==> config.mk <==
export PLATFORM = sky130hd
export DESIGN_NAME = comparator_serial_nbit
export DESIGN_NICKNAME = d
export VERILOG_FILES = /design/src/rtl/comparator_serial_nbit_pkg.sv /design/src/rtl/comparator_serial_nbit_cell.sv /design/src/rtl/comparator_serial_nbit.sv
export SDC_FILE = /design/constraint.sdc
export NUM_CORES = 1
export LEC_CHECK = 0
export CORE_AREA = 3 3 64 66
export CTS_CLUSTER_SIZE = 14
export DETAILED_ROUTE_END_ITERATION = 8
export DIE_AREA = 0 0 67 69
export HOLD_SLACK_MARGIN = 0.15
export PLACE_DENSITY = 0.67
export SLEW_MARGIN = 20
export SYNTH_ARGS = -nofsm -noshare
export SYNTH_HDL_FRONTEND = slang
export SYNTH_SLANG_ARGS = --single-unit
==> constraint.sdc <==
create_clock -name clk -period 2.45 [get_ports clk]
set_clock_uncertainty 0.15 [all_clocks]
set_input_delay 0.245 -clock clk [delete_from_list [all_inputs] [get_ports clk]]
set_output_delay 0.245 -clock clk [all_outputs]
set_load 0.02 [all_outputs]
==> src/rtl/comparator_serial_nbit_pkg.sv <==
// Shared definitions for the bit-serial magnitude comparator: FSM state
// encodings, one-hot result bit positions and the bit-counter sizing helper.
package comparator_serial_nbit_pkg;

    typedef enum logic [1:0] {
        IDLE    = 2'b00,
        COMPARE = 2'b01,
        DONE    = 2'b10
    } state_t;

    // Bit positions of the one-hot result vector {GT, EQ, LT}
    localparam int RES_LT = 0;
    localparam int RES_EQ = 1;
    localparam int RES_GT = 2;

    // Ceiling log2 with a floor of 1 so the counter is never zero-width
    function automatic int cnt_width(input int n);
        int w;
        w = 1;
        while ((1 << w) < n) begin
            w++;
        end
        return w;
    endfunction

endpackage

==> src/rtl/comparator_serial_nbit_cell.sv <==
// Combinational gate-level 1-bit magnitude compare cell.
module comparator_cell_1bit (
    input  logic A,
    input  logic B,
    output logic GT,
    output logic EQ,
    output logic LT
);

    assign GT = A & ~B;
    assign LT = ~A & B;
    assign EQ = ~(A ^ B);

endmodule

==> src/rtl/comparator_serial_nbit.sv <==
// Bit-serial N-bit magnitude comparator. Operands are captured on start and
// shifted MSB-first through a single 1-bit compare cell; the one-hot
// GT/EQ/LT result is registered and held until the next accepted start.
module comparator_serial_nbit
    import comparator_serial_nbit_pkg::*;
#(
    parameter int WIDTH      = 8,
    parameter bit EARLY_EXIT = 1'b1
) (
    input  logic             clk,
    input  logic             rst,
    input  logic             start,
    input  logic [WIDTH-1:0] A,
    input  logic [WIDTH-1:0] B,
    output logic             busy,
    output logic             done,
    output logic             GT,
    output logic             EQ,
    output logic             LT
);

    localparam int CNT_W = cnt_width(WIDTH);

    state_t           state;
    logic [WIDTH-1:0] shift_a;
    logic [WIDTH-1:0] shift_b;
    logic [CNT_W-1:0] cnt;
    logic             diff_seen;
    logic [2:0]       sticky_res;
    logic [2:0]       result;

    logic             bit_gt;
    logic             bit_eq;
    logic             bit_lt;
    logic [2:0]       cell_res;
    logic [2:0]       final_res;

    comparator_cell_1bit u_cell (
        .A  (shift_a[WIDTH-1]),
        .B  (shift_b[WIDTH-1]),
        .GT (bit_gt),
        .EQ (bit_eq),
        .LT (bit_lt)
    );

    // Pack the cell outputs into the one-hot result layout and pick the
    // result to commit on the last bit: an earlier difference wins over
    // whatever the final bit says.
    always_comb begin
        cell_res         = '0;
        cell_res[RES_GT] = bit_gt;
        cell_res[RES_EQ] = bit_eq;
        cell_res[RES_LT] = bit_lt;
        final_res        = diff_seen ? sticky_res : cell_res;
    end

    assign GT = result[RES_GT];
    assign EQ = result[RES_EQ];
    assign LT = result[RES_LT];

    // Control FSM with shift registers, down-counter, sticky flag and result
    always_ff @(posedge clk or posedge rst) begin
        if (rst) begin
            state      <= IDLE;
            busy       <= 1'b0;
            done       <= 1'b0;
            result     <= '0;
            shift_a    <= '0;
            shift_b    <= '0;
            cnt        <= '0;
            diff_seen  <= 1'b0;
            sticky_res <= '0;
        end else begin
            case (state)
                IDLE: begin
                    done <= 1'b0;
                    if (start) begin
                        shift_a    <= A;
                        shift_b    <= B;
                        cnt        <= CNT_W'(WIDTH - 1);
                        result     <= '0;
                        diff_seen  <= 1'b0;
                        sticky_res <= '0;
                        busy       <= 1'b1;
                        state      <= COMPARE;
                    end
                end
                COMPARE: begin
                    if (EARLY_EXIT && !bit_eq) begin
                        result <= cell_res;
                        done   <= 1'b1;
                        state  <= DONE;
                    end else if (cnt == '0) begin
                        result <= final_res;
                        done   <= 1'b1;
                        state  <= DONE;
                    end else begin
                        shift_a <= {shift_a[WIDTH-2:0], 1'b0};
                        shift_b <= {shift_b[WIDTH-2:0], 1'b0};
                        cnt     <= cnt - 1'b1;
                        if (!diff_seen && !bit_eq) begin
                            diff_seen  <= 1'b1;
                            sticky_res <= cell_res;
                        end
                    end
                end
                DONE: begin
                    done  <= 1'b0;
                    busy  <= 1'b0;
                    state <= IDLE;
                end
                default: begin
                    state <= IDLE;
                    busy  <= 1'b0;
                    done  <= 1'b0;
                end
            endcase
        end
    end

endmodule
==> results.yml <==
sta:
  timing.final.max_slew_violations: 0
  tns_ns: 0
  timing.final.hold_violations: 0
  setup_repair_after_global_routing_missed_its_margin: "false"
  finalSetupViolations: 0
  timing_worst_slew_pin_value_ns: 0.472
  timing.fmax_mhz: 526
  finalCritPeriodShare: 0.776
  post-route-min-period_ns: 1.90
  layout_setup_ws_ns: 0.548
  slew_headroom: 0.685
critical_path:
  worstSetupStartpointType: "register"
  worstSetupEndpointType: "register"
  rr_worst_depth: 5
  worst-setup-path-type: "reg2reg"
  crit_required_ns: 2.53
  highest_net_fanout_along_the_worst_path: 15
  crit_arrival_ns: 1.98
clock_tree:
  total_setup_buffers_inserted_after_cts: 0
  path_clk_slew_ns: 0.07
  clk_root_buffer_cell: "sky130_fd_sc_hd__clkbuf_8"
  post_cts_hold_buffer_count: 0
  cts.sinks: 30
  post_cts.resized_instances: 0
  clock_insertion_delay_at_the_later_pin_of_the_skew_report_ns: 0.29
  h-tree-depth: 2
  cts_buffers: 5
  cts_buffer_depth: 2
  cts_tree: "yes"
worst_hold_path:
  hp-class: "in2async"
placement:
  place_area_sq_um: 1880
  place_hpwl_um: 2410
  finalWeightedCongestion: 0.810
  place.port_buffers: 23
  placement.setup.worst_slack_ns: 0.447
route:
  via_count: 1254
  drtIter0Drc: 96
  drt-vias-per-instance: 5.73
  detail_route.wl_per_cell_um: 15.8
  drt_first_pass_iters: 4
  route.antenna.remaining_nets: 0
  post-route-drc-count: 0
  routed_wire_length_um: 3460
synthesis:
  postSynth.asyncResetShare: 1.00
  syn-mean-instance-area_sq_um: 11.1
  synth_flop_cell: "sky130_fd_sc_hd__dfrtp_1"
  mappedNetlistNets: 169
  yosysUniqueCellTypes: 32
  ys_ff_latch: 30
  syn-cell-area_sq_um: 1620
  post_synth_inst_count: 146
  yosys_warnings: 0
  synth-edff-count: 0
  seq_area_frac_synth: 0.464
layout:
  fraction_of_final_layout_cells_sized_beyond_drive_strength_1: 0.193
  num_antenna_cells: 0
  syn_to_final_growth_pct: 22.9
  layout.cell_area.non_filler_sq_um: 1990
  most-common-layout-cells: "sky130_fd_sc_hd__dfrtp_1 (30), sky130_fd_sc_hd__clkdlybuf4s50_1 (23), sky130_fd_sc_hd__nand2b_1 (14)"
  finalNetCount: 194
  final_common_cell: "sky130_fd_sc_hd__dfrtp_1"
floorplan:
  fp.coreArea_sq_um: 3630
  die-height_um: 69
  rows: 22
  pin_count: 24
  dieWidth_um: 67
  start_util: 0.446
  dieArea_sq_um: 4620
pwr:
  share_comb_of_total_power: 0.438
  seqPwrFrac: 0.356
  irDropWorstVdd_mv: 0.517
  clkPwrFrac: 0.206
  p_leak_nw: 0.806
  swShare: 0.367
  powerDensity_nw_per_um2: 1250
  power_switching_mw: 0.915
  p_int_mw: 1.58
outcome:
  outcome: "finished, final reports clean"
global_route:
  global_route_wire_length_before_repair_um: 5960
  first_global_vias: 1273
  grt_util_all_layers: 0.168
  antenna_found_initial: 0
  grt_max_degree: 31
  global_route_overflow: 0
run:
  count_of_maximum_capacitance_violations: 0
## synthesized netlist by cell type (4+ instances only)
cell                       count  area (sq um)
sky130_fd_sc_hd__a21oi_1       5          25.0
sky130_fd_sc_hd__buf_2         5          25.0
sky130_fd_sc_hd__dfrtp_1      30           751
sky130_fd_sc_hd__ha_1          4          50.1
sky130_fd_sc_hd__inv_1        10          37.5
sky130_fd_sc_hd__nand2_1       8          30.0
sky130_fd_sc_hd__nand2b_1     14          87.6
sky130_fd_sc_hd__nor2_1        6          22.5
sky130_fd_sc_hd__nor2b_1       5          31.3
sky130_fd_sc_hd__o221a_2      13           146
sky130_fd_sc_hd__o31a_1       12           105
## worst max-delay path, cell delays in order, from the launching register on
cell and delay [ns]:
sky130_fd_sc_hd__dfrtp_1 0.37, sky130_fd_sc_hd__inv_1 0.06, sky130_fd_sc_hd__ha_1 0.41, sky130_fd_sc_hd__nand2_1 0.18, sky130_fd_sc_hd__o21ai_4 0.39, sky130_fd_sc_hd__o221a_2 0.27
## routing by layer
layer | share of wire | track usage
met1 | 0.44 | 0.213
met2 | 0.51 | 0.261
met3 | 0.047 | 0.0456
met4 | 0.0040 | 0.0743
met5 | 0 | 0
## metrics by stage
stage / std cells / util / power, mW / hold slack [ns]
global route: 219 / 0.548 / 2.68 / 0.228
detailed placement: 212 / 0.517 / 1.99 / 0.340
global placement: 212 / 0.517 / 1.94 / 0.325
floorplan: 146 / - / 1.74 / 0.186
CTS: 219 / 0.548 / 2.52 / 0.199
finish: 219 / 0.548 / 2.49 / 0.183
## sequential cells by signal, summed over array words and instances, names as in the netlist
| signal | count |
|---|---|
| shift_b | 8 |
| result | 3 |
| done | 1 |
| shift_a | 8 |
| cnt | 3 |
| state | 2 |
| busy | 1 |
| sticky_res | 3 |
| diff_seen | 1 |
## power by group through the flow
stage	Sequential [mW]	Combinational (mW)	Clock (mW)
after floorplan	0.851	0.886	0
after detailed placement	0.891	1.10	0
after global routing	0.920	1.21	0.546
final	0.887	1.09	0.515
after global placement	0.883	1.06	0
after CTS	0.886	1.10	0.529
## final cells by class
cell class,instances,area (sq um)
fill,346,1640
timing repair buffer,27,260
inverter,10,37.5
clock inverter,1,30.0
multi-input combinational,97,768
tap,48,60.1
sequential,30,751
clock buffer,6,82.6
## final timing paths
kind	from	slack [ns]	endpoint
min	rst	0.18	cnt[2]
max reg2reg	shift_b[7]	0.55	shift_a[6]
max in group asynchronous	rst	1.68	cnt[1]
max	shift_b[7]	0.55	shift_a[6]
min in group clk	sticky_res[1]	0.35	sticky_res[1]
min reg2reg	sticky_res[1]	0.35	sticky_res[1]
## logic make-up (layout without fill, tap and decap cells)
| logic type | after synthesis | count (layout) | share of synthesized area |
|---|---|---|---|
| flip-flops | 30 | 30 | 0.464 |
| multiplexers | 2 | 2 | 0.0139 |
| buffers and inverters | 19 | 44 | 0.0618 |
| AO/OA/AOI/OAI | 47 | 47 | 0.266 |
| AND/OR/NAND/NOR | 44 | 44 | 0.164 |
| adder cells (fa/ha/maj) | 4 | 4 | 0.0309 |
Power figures use the tool's default switching activity.
